[src/rtl/sc_random_pkg.sv]
// Shared definitions for the random row loader: FSM state encoding and the
// default fallback row pattern.
package sc_random_pkg;

    typedef enum logic [1:0] {
        IDLE   = 2'd0,
        SAMPLE = 2'd1,
        HOLD   = 2'd2
    } state_t;

    // Centre two columns lit: always a legal, sparse row.
    localparam logic [7:0] FALLBACK_ROW_DEFAULT = 8'b00011000;

endpackage

[src/rtl/sc_random_row_loader_if.sv]
// Row loader bus: random generator input, request/ack handshake and the
// delivered row towards the game/matrix datapath.
interface sc_random_row_loader_if #(
    parameter int DATAWIDTH = 8
);
    logic [DATAWIDTH-1:0] random_data_InBUS;
    logic                 row_req_In;
    logic                 row_ack_In;
    logic [DATAWIDTH-1:0] row_data_OutBUS;
    logic                 row_valid_Out;
    logic                 row_fallback_Out;
    logic [7:0]           row_count_OutBUS;

    // Loader side.
    modport master (
        input  random_data_InBUS,
        input  row_req_In,
        input  row_ack_In,
        output row_data_OutBUS,
        output row_valid_Out,
        output row_fallback_Out,
        output row_count_OutBUS
    );

    // Consumer / environment side.
    modport slave (
        output random_data_InBUS,
        output row_req_In,
        output row_ack_In,
        input  row_data_OutBUS,
        input  row_valid_Out,
        input  row_fallback_Out,
        input  row_count_OutBUS
    );
endinterface

[src/rtl/sc_random_popcount.sv]
// Combinational ones counter, width-parameterised for density checks.
module sc_random_popcount #(
    parameter int DATAWIDTH = 8,
    parameter int CNT_W     = $clog2(DATAWIDTH + 1)
) (
    input  logic [DATAWIDTH-1:0] data,
    output logic [CNT_W-1:0]     ones
);

    // Sum every bit of the input word.
    always_comb begin
        ones = '0;
        for (int i = 0; i < DATAWIDTH; i++) begin
            ones = ones + CNT_W'(data[i]);
        end
    end

endmodule

[src/rtl/sc_random_row_loader.sv]
// Samples the free-running random byte on request, filters it by ones
// density, and hands the accepted row out over a valid/ack handshake.
// After RETRY_MAX consecutive rejections a fixed fallback row is emitted so
// a request always completes.
module sc_random_row_loader
    import sc_random_pkg::*;
#(
    parameter int                   DATAWIDTH    = 8,
    parameter int                   MIN_ONES     = 1,
    parameter int                   MAX_ONES     = 5,
    parameter int                   RETRY_MAX    = 4,
    parameter logic [DATAWIDTH-1:0] FALLBACK_ROW = DATAWIDTH'(FALLBACK_ROW_DEFAULT)
) (
    input  logic                  SC_RANDOM_CLOCK_50,
    input  logic                  SC_RANDOM_RESET_InHigh,
    sc_random_row_loader_if.master bus
);

    localparam int CNT_W   = $clog2(DATAWIDTH + 1);
    localparam int RETRY_W = $clog2(RETRY_MAX + 1);

    state_t               state;
    state_t               state_next;
    logic [CNT_W-1:0]     ones;
    logic [RETRY_W-1:0]   retry;
    logic                 accept;
    logic                 last_try;

    logic                 retry_clr;
    logic                 retry_inc;
    logic                 load_row;
    logic                 load_fallback;
    logic                 take_ack;

    logic [DATAWIDTH-1:0] row_data;
    logic                 row_valid;
    logic                 row_fallback;
    logic [7:0]           row_count;

    sc_random_popcount #(
        .DATAWIDTH (DATAWIDTH),
        .CNT_W     (CNT_W)
    ) u_popcount (
        .data (bus.random_data_InBUS),
        .ones (ones)
    );

    assign accept   = (ones >= CNT_W'(MIN_ONES)) && (ones <= CNT_W'(MAX_ONES));
    assign last_try = (retry == RETRY_W'(RETRY_MAX - 1));

    // State register.
    always_ff @(posedge SC_RANDOM_CLOCK_50 or posedge SC_RANDOM_RESET_InHigh) begin
        if (SC_RANDOM_RESET_InHigh) state <= IDLE;
        else                        state <= state_next;
    end

    // Next-state decode; a rejected byte keeps us in SAMPLE so the next,
    // already-advanced generator byte is tried on the following cycle.
    always_comb begin
        state_next = state;
        case (state)
            IDLE:    if (bus.row_req_In) state_next = SAMPLE;
            SAMPLE:  if (accept || last_try) state_next = HOLD;
            HOLD:    if (bus.row_ack_In) state_next = bus.row_req_In ? SAMPLE : IDLE;
            default: state_next = IDLE;
        endcase
    end

    // Per-state control strobes for the retry counter and output registers.
    always_comb begin
        retry_clr     = 1'b0;
        retry_inc     = 1'b0;
        load_row      = 1'b0;
        load_fallback = 1'b0;
        take_ack      = 1'b0;
        case (state)
            IDLE: retry_clr = bus.row_req_In;
            SAMPLE: begin
                if (accept)        load_row      = 1'b1;
                else if (last_try) load_fallback = 1'b1;
                else               retry_inc     = 1'b1;
            end
            HOLD: begin
                // Clearing on every ack gives a back-to-back row a fresh budget.
                if (bus.row_ack_In) begin
                    take_ack  = 1'b1;
                    retry_clr = 1'b1;
                end
            end
            default: ;
        endcase
    end

    // Consecutive-rejection counter for the current request.
    always_ff @(posedge SC_RANDOM_CLOCK_50 or posedge SC_RANDOM_RESET_InHigh) begin
        if (SC_RANDOM_RESET_InHigh) retry <= '0;
        else if (retry_clr)         retry <= '0;
        else if (retry_inc)         retry <= retry + RETRY_W'(1);
    end

    // Output row registers and delivered-row counter; row_data keeps its
    // last value after the ack.
    always_ff @(posedge SC_RANDOM_CLOCK_50 or posedge SC_RANDOM_RESET_InHigh) begin
        if (SC_RANDOM_RESET_InHigh) begin
            row_data     <= '0;
            row_valid    <= 1'b0;
            row_fallback <= 1'b0;
            row_count    <= '0;
        end else if (load_row) begin
            row_data     <= bus.random_data_InBUS;
            row_valid    <= 1'b1;
            row_fallback <= 1'b0;
        end else if (load_fallback) begin
            row_data     <= FALLBACK_ROW;
            row_valid    <= 1'b1;
            row_fallback <= 1'b1;
        end else if (take_ack) begin
            row_valid    <= 1'b0;
            row_fallback <= 1'b0;
            row_count    <= row_count + 8'd1;
        end
    end

    assign bus.row_data_OutBUS  = row_data;
    assign bus.row_valid_Out    = row_valid;
    assign bus.row_fallback_Out = row_fallback;
    assign bus.row_count_OutBUS = row_count;

endmodule

[src/flat_wrapper.sv]
// flat-port wrapper written by rule: the top's interface ports become plain ports
module sc_random_row_loader_flat import sc_random_pkg::*;
#(
    parameter int                   DATAWIDTH    = 8,
    parameter int                   MIN_ONES     = 1,
    parameter int                   MAX_ONES     = 5,
    parameter int                   RETRY_MAX    = 4,
    parameter logic [DATAWIDTH-1:0] FALLBACK_ROW = DATAWIDTH'(FALLBACK_ROW_DEFAULT)
)
  (SC_RANDOM_CLOCK_50, SC_RANDOM_RESET_InHigh, bus_random_data_InBUS, bus_row_req_In, bus_row_ack_In, bus_row_data_OutBUS, bus_row_valid_Out, bus_row_fallback_Out, bus_row_count_OutBUS);
  sc_random_row_loader_if #(.DATAWIDTH(DATAWIDTH)) bus_i ();
  input  logic SC_RANDOM_CLOCK_50;
  input  logic SC_RANDOM_RESET_InHigh;
  input wire logic [$bits(bus_i.random_data_InBUS)-1:0] bus_random_data_InBUS;
  input wire logic [$bits(bus_i.row_req_In)-1:0] bus_row_req_In;
  input wire logic [$bits(bus_i.row_ack_In)-1:0] bus_row_ack_In;
  output wire logic [$bits(bus_i.row_data_OutBUS)-1:0] bus_row_data_OutBUS;
  output wire logic [$bits(bus_i.row_valid_Out)-1:0] bus_row_valid_Out;
  output wire logic [$bits(bus_i.row_fallback_Out)-1:0] bus_row_fallback_Out;
  output wire logic [$bits(bus_i.row_count_OutBUS)-1:0] bus_row_count_OutBUS;
  assign bus_i.random_data_InBUS = bus_random_data_InBUS;
  assign bus_i.row_req_In = bus_row_req_In;
  assign bus_i.row_ack_In = bus_row_ack_In;
  assign bus_row_data_OutBUS = bus_i.row_data_OutBUS;
  assign bus_row_valid_Out = bus_i.row_valid_Out;
  assign bus_row_fallback_Out = bus_i.row_fallback_Out;
  assign bus_row_count_OutBUS = bus_i.row_count_OutBUS;
  sc_random_row_loader #(.DATAWIDTH(DATAWIDTH), .MIN_ONES(MIN_ONES), .MAX_ONES(MAX_ONES), .RETRY_MAX(RETRY_MAX), .FALLBACK_ROW(FALLBACK_ROW)) u_core (.SC_RANDOM_CLOCK_50(SC_RANDOM_CLOCK_50), .SC_RANDOM_RESET_InHigh(SC_RANDOM_RESET_InHigh), .bus(bus_i));
endmodule
[config.mk]
export PLATFORM = sky130hd
export DESIGN_NAME = sc_random_row_loader_flat
export DESIGN_NICKNAME = d
export VERILOG_FILES = /design/src/rtl/sc_random_pkg.sv /design/src/rtl/sc_random_row_loader_if.sv /design/src/rtl/sc_random_popcount.sv /design/src/rtl/sc_random_row_loader.sv /design/src/flat_wrapper.sv
export SDC_FILE = /design/constraint.sdc
export NUM_CORES = 1
export LEC_CHECK = 0
export ABC_AREA = 1
export CORE_MARGIN = 10
export CORE_UTILIZATION = 53
export DETAILED_ROUTE_END_ITERATION = 6
export PLACE_DENSITY = 0.84
export SLEW_MARGIN = 0
export SYNTH_ARGS = -nofsm -noshare
export SYNTH_HDL_FRONTEND = slang
export SYNTH_HIERARCHICAL = 1
export SYNTH_SLANG_ARGS = --single-unit
export TNS_END_PERCENT = 1
[constraint.sdc]
create_clock -name SC_RANDOM_CLOCK_50 -period 2.3 [get_ports SC_RANDOM_CLOCK_50]
set_input_delay 0.46 -clock SC_RANDOM_CLOCK_50 [delete_from_list [all_inputs] [get_ports SC_RANDOM_CLOCK_50]]
set_output_delay 0.46 -clock SC_RANDOM_CLOCK_50 [all_outputs]
set_load 0.05 [all_outputs]
* Yosys cells after proc, flatten, opt, wreduce, memory -nomap -nowiden *
Index checks and enable logic that the tools add are counted.
Widths: inputs -> output; s select.

storage, ports and cells
  bits in registers = 23
  output and inout bits = 18
  input port bits = 12

operators by class
  equality and inequality tests = 6
  bitwise gates (word level) = 2
  multiplexer cells = 24
  reduce and logical (&&, ||, !) cells = 8
  magnitude comparators = 2
  add/subtract/negate cells = 9

operators by type and width
  operator             count
  $add 4x1->4          4
  $mux 8               2
  $mux 1               15
  $add 8x1->8 const B  1
  $mux 2               3
  $mux 3               2
  $pmux 2 s3           1
  $reduce_and 3->1     2
  $add 3x1->4          1
  $ge 4x1->1 const B   1
  $le 4x3->1 const B   1
  $ne 2x2->1 const B   2
  $reduce_bool 2->1    2
  $add 2x1->3          1
  $add 3x1->3 const B  1
  $eq 3x2->1 const B   1
  $reduce_bool 3->1    1
  $add 1x1->2          1
  $eq 2x1->1 const B   1
  $eq 2x2->1 const B   1
  $logic_not 2->1      1
  $ne 2x1->1 const B   1
  $not 1->1            2
  $pmux 1 s2           1
  2 further kinds      2

* Depth between registers and ports, before layout *
  depth in word-level cells = 13
  depth in mapped cells = 18
  mapped depth without buffers = 17

* By module *
Netlist, hierarchy kept.

by module, submodules not included
  module                area an instance (um^2)  cells each  instances
  sc_random_row_loader  1147.4                   134         1
  sc_random_popcount    201.4                    29          1

* Least setup slack after synthesis *
OpenSTA, ideal clock, no wires.

  kind = input to register
  start = in bus_random_data_InBUS[0]
  end = reg u_core.row_valid, in the netlist u_core/bus.row_valid_Out
  stages on the path = 17
  arrival time = 3.214 ns
  setup time = 0.118 ns
  required time = 2.182 ns
  buffers on the path = 1
  path slack = -1.032 ns
  path through = inv_1 > fa_1 > fa_1 > fa_1 > inv_1 > ha_1 > inv_1 > fa_1 > nand2_1 > nand2_1 > nor2_1 > nand2_2 > nand3_2 > buf_6 > nand2_4 > inv_1 > nand2_1

between the ends
  cells in the longest elaborated chain, start to end = 13
  elaborated cells between the ends (all ways) = 17

RTL lines
  what                                      RTL line                     text
  start, declared                           flat_wrapper.sv:14           input wire logic [$bits(bus_i.random_data_InBUS)-1:0] bus_random_data_InBUS;
  $add 1x1->2 (*)                           sc_random_popcount.sv:14     ones = ones + CNT_W'(data[i]);
  $add 2x1->3 (*)                           sc_random_popcount.sv:14
  $add 3x1->4 (*)                           sc_random_popcount.sv:14
  $add 4x1->4 (*) (4 in a row)              sc_random_popcount.sv:14
  net u_core.ones[2]                        sc_random_row_loader.sv:24   logic [CNT_W-1:0] ones;
  $ge 4x1->1 or $le 4x3->1 (tied branches)  sc_random_row_loader.sv:48   assign accept = (ones >= CNT_W'(MIN_ONES)) && (ones <= CNT_W'(MAX_ONES));
  $logic_and 1x1->1 (*)                     sc_random_row_loader.sv:48
  $mux 1                                    sc_random_row_loader.sv:79   if (accept) load_row = 1'b1;
  $mux 1                                    sc_random_row_loader.sv:76   case (state)
  $mux 1                                    sc_random_row_loader.sv:113  end else if (load_fallback) begin
  $mux 1                                    sc_random_row_loader.sv:109  end else if (load_row) begin
  end signal, assigned                      sc_random_row_loader.sv:111  row_valid <= 1'b1;
  end signal, assigned                      sc_random_row_loader.sv:115  row_valid <= 1'b1;
  end signal, assigned                      sc_random_row_loader.sv:118  row_valid <= 1'b0;
  end, declared                             sc_random_row_loader.sv:36   logic row_valid;

Mark *: on every way through the listed nets, which the timed path passes. The rest lies on a longest branch.
A chain may end at the register's enable or synchronous reset.

* Worst setup path in the final report *
  start = in bus_random_data_InBUS[0]
  end = reg u_core.row_data[3], in the netlist u_core/bus.row_data_OutBUS[3]

between the ends
  cells in the longest elaborated chain, start to end = 12
  elaborated cells between the ends (all ways) = 16

RTL lines
  what                                         RTL line                     text
  $add 1x1->2 (*)                              sc_random_popcount.sv:14
  $add 2x1->3 (*)                              sc_random_popcount.sv:14
  $add 3x1->4 (*)                              sc_random_popcount.sv:14
  $add 4x1->4 (*) (4 in a row)                 sc_random_popcount.sv:14
  net u_core.ones[1]                           sc_random_row_loader.sv:24
  $ge 4x1->1 or $le 4x3->1 (tied branches)     sc_random_row_loader.sv:48
  $logic_and 1x1->1 (*)                        sc_random_row_loader.sv:48
  $mux 1                                       sc_random_row_loader.sv:79
  $mux 1                                       sc_random_row_loader.sv:76
  $mux 8 or $reduce_bool 2->1 (tied branches)  -
  end signal, assigned                         sc_random_row_loader.sv:110  row_data <= bus.random_data_InBUS;
  end, declared                                sc_random_row_loader.sv:35   logic [DATAWIDTH-1:0] row_data;

Marks and branches as above.

==> metrics.txt <==
status finished, violations left; violations in the final reports setup timing; port bufs 29; 1st-iter DRT viols 81; Final Hold Vio Count 0; first-pass GRT wire length 5830 um; yosys warns 6; RSZ-0062 raised after global routing true; Crit path max-delay family adder cells; n_diodes 0; DIE AREA 4960 um2; instance area at placement 1710 um2; die height 70.4 um; Slew headroom 64.9%; setup slack after layout -0.951 ns; hold buffer count at CTS 0; Slowest Stage Delay on Critical Path 0.54 ns; CP Buf/Inv Count 6; drt wl/cell 14.4 um; Reg2Reg Launch Point u_core/retry[0]; Layout fillers 172; most common cell after layout, fill and taps aside nand2_1; Pre-antenna DRT Iters 4; share of layout cells above drive strength 1 24.8%; final instance area 1880 um2; GRT met3 Usage 3.25%; CTS tree done; worst-path cell chain buf_8, inv_4, fa_1, fa_1, fa_1, inv_2, ha_4, inv_2, fa_2, inv_2, nor2_2, nand2_2, nand3_4, buf_6, nand2_4, nand2_1, nand2_1; Crit-path slowest cell fa_1; Util after Layout 76.5%; NumNets Final 229; Worst Hold End u_core/bus.row_data_OutBUS[1]; number of CTS-inserted buffers 3; Syn Std Cell Area 1350 um2; met2 Use GR 25.9%; end of the worst register-to-register path u_core/retry[1]; antenna viol nets, final 0; HPWL Detailed 2530 um; area delta synth->final 39.2%; skew final 0.0118 ns; grt ovf 0; Sink Count 23; routed wire length 3400 um; Critical Path End Type register; Ports 30; P per Cell Area 1210 nW/um2; Slew Limit Fails 0; Netlist cell types 23; Initial Utilization 54.9%; top cell type's share of synthesized area 42.7%; DRC viols 0; pre-CTS setup slack -1.76 ns; largest net degree at the start of global routing 24; vias 1198; Crit Path Category input port to register; fmax 0.308 GHz; Max VDD drop 0.812 mV; worst hold margin 0.349 ns; Worst Tran Pin Value 0.525 ns; Hold Path Class input port to register; WP data required 2.52 ns; Mapped Cells 163; Critical Path AT 3.47 ns; CP Max Fanout 5; CORE AREA 2450 um2; CTS Root Cell clkbuf_4; max-cap violations 0; Worst-Skew Late Latency 0.32 ns; R2R cell count 6; HP Start bus_random_data_InBUS[1]; initial antenna violation count 0; leak pwr 0.000986 uW; H-tree levels 1; top post-synthesis cells by area dfrtp_1 (43%), nand2_1 (14%), inv_1 (9.2%), nand3_1 (6.7%), fa_1 (5.9%); Cell Rows 18; die width 70.4 um; Yosys top cell by area dfrtp_1; All-Layer GR Usage 14.0%; Min Clock Period, post-route 3.25 ns; R2R Setup Slk 0.78 ns; Seq/Total Area, Yosys 42.7%; Mean Syn Cell Area 8.27 um2; Hold Path Cell Cnt 3; Yosys reg bits 23; clock slew at reported path FFs 0.13 ns; syn_nets 185; gr busiest metal met2; clock buffer depth 2; kind of start point of the critical path input port; vias in the first global route 1318; period utilization 141%; gpl congestion 0.786; commonest non-fill, non-tap cells in the layout nand2_1 (46), clkdlybuf4s50_1 (26), inv_1 (25); Final Setup Violations 15; M1 GR Usage 13.7%; Vias/cell 5.08
==> metrics by stage <==
step / std cells / total power (uW) / TNS [ns]
2_1_floorplan: 163 / 1490 / -15.07
3_3_place_gp: 227 / 1830 / -24.42
3_5_place_dp: 227 / 1880 / -26.10
4_1_cts: 235 / 2190 / -14.31
5_1_grt: 236 / 2420 / -14.88
6_report: 236 / 2270 / -13.50
==> logic make-up after synthesis <==
family / count (synthesis) / share of synthesized area (%)
adder cells (fa/ha/maj): 10 / 11.5
AND/OR/NAND/NOR: 87 / 30.8
XOR/XNOR: 4 / 2.60
buffers and inverters: 37 / 10.9
AO/OA/AOI/OAI: 2 / 1.58
flip-flops: 23 / 42.7
==> synthesized netlist by cell type <==
library cell and number:
nand3_2 1, nand2_1 51, nand3b_1 3, xor2_1 2, nor3_1 1, a21oi_4 1
o21ai_0 1, xnor2_1 2, nor3b_1 1, nand3_4 1, nor2_1 3, ha_1 6
nor2_2 1, nand4_1 2, inv_1 33, buf_6 1, inv_2 3, nor2_4 1
nand3_1 18, dfrtp_1 23, fa_1 4, nand2_4 1, nand2_2 3
==> report_power, final <==
| group | switching (uW) | internal (uW) | leakage (uW) |
|---|---|---|---|
| clock network | 122 | 67.8 | 0.0000150 |
| logic | 892 | 522 | 0.000687 |
| registers | 128 | 542 | 0.000284 |
==> registers in the layout (all words and copies together) (netlist names) <==
name	count
u_core/bus.row_data_OutBUS	8
u_core/bus.row_valid_Out	1
u_core/state	2
u_core/bus.row_fallback_Out	1
u_core/bus.row_count_OutBUS	8
u_core/retry	3
==> layout make-up <==
cell class	instances	area, um2	share of cell area [%]
Tap cell	30	37.5	2.00
Timing Repair Buffer	40	392	20.9
Clock buffer	4	26.3	1.40
Inverter	36	138	7.33
Multi-Input combinational cell	103	709	37.8
Sequential cell	23	576	30.6
==> worst register-to-register path: stages (launching register included) <==
cell	delay, ns
dfrtp_1	0.43
ha_1	0.21
ha_1	0.20
nor2_1	0.29
nand2_2	0.14
nand3_1	0.10
nand2_1	0.06
==> worst max path at each step <==
stage / endpoint / depth (start not counted) / startpoint
after global routing: u_core/bus.row_data_OutBUS[3] / 16 / bus_random_data_InBUS[0]
final: u_core/bus.row_data_OutBUS[3] / 17 / bus_random_data_InBUS[0]
after CTS: u_core/bus.row_data_OutBUS[5] / 15 / bus_random_data_InBUS[3]
after floorplan: u_core/bus.row_valid_Out / 17 / bus_random_data_InBUS[0]
after detailed placement: u_core/bus.row_data_OutBUS[1] / 18 / bus_random_data_InBUS[0]
after global placement: u_core/bus.row_data_OutBUS[6] / 18 / bus_random_data_InBUS[0]
==> metal layers <==
layer	vias up	routed length, um
met5	-	0
met4	0	106
met3	12	191
met2	40	1840
met1	567	1260
li1	579	-
==> what timing repair did <==
item	CTS	global route
setup buffers	4	1
setup endpoints to repair	15	15
pin swaps	9	11
resized for setup	35	12
No activity file was read; power rests on OpenSTA's default activity.
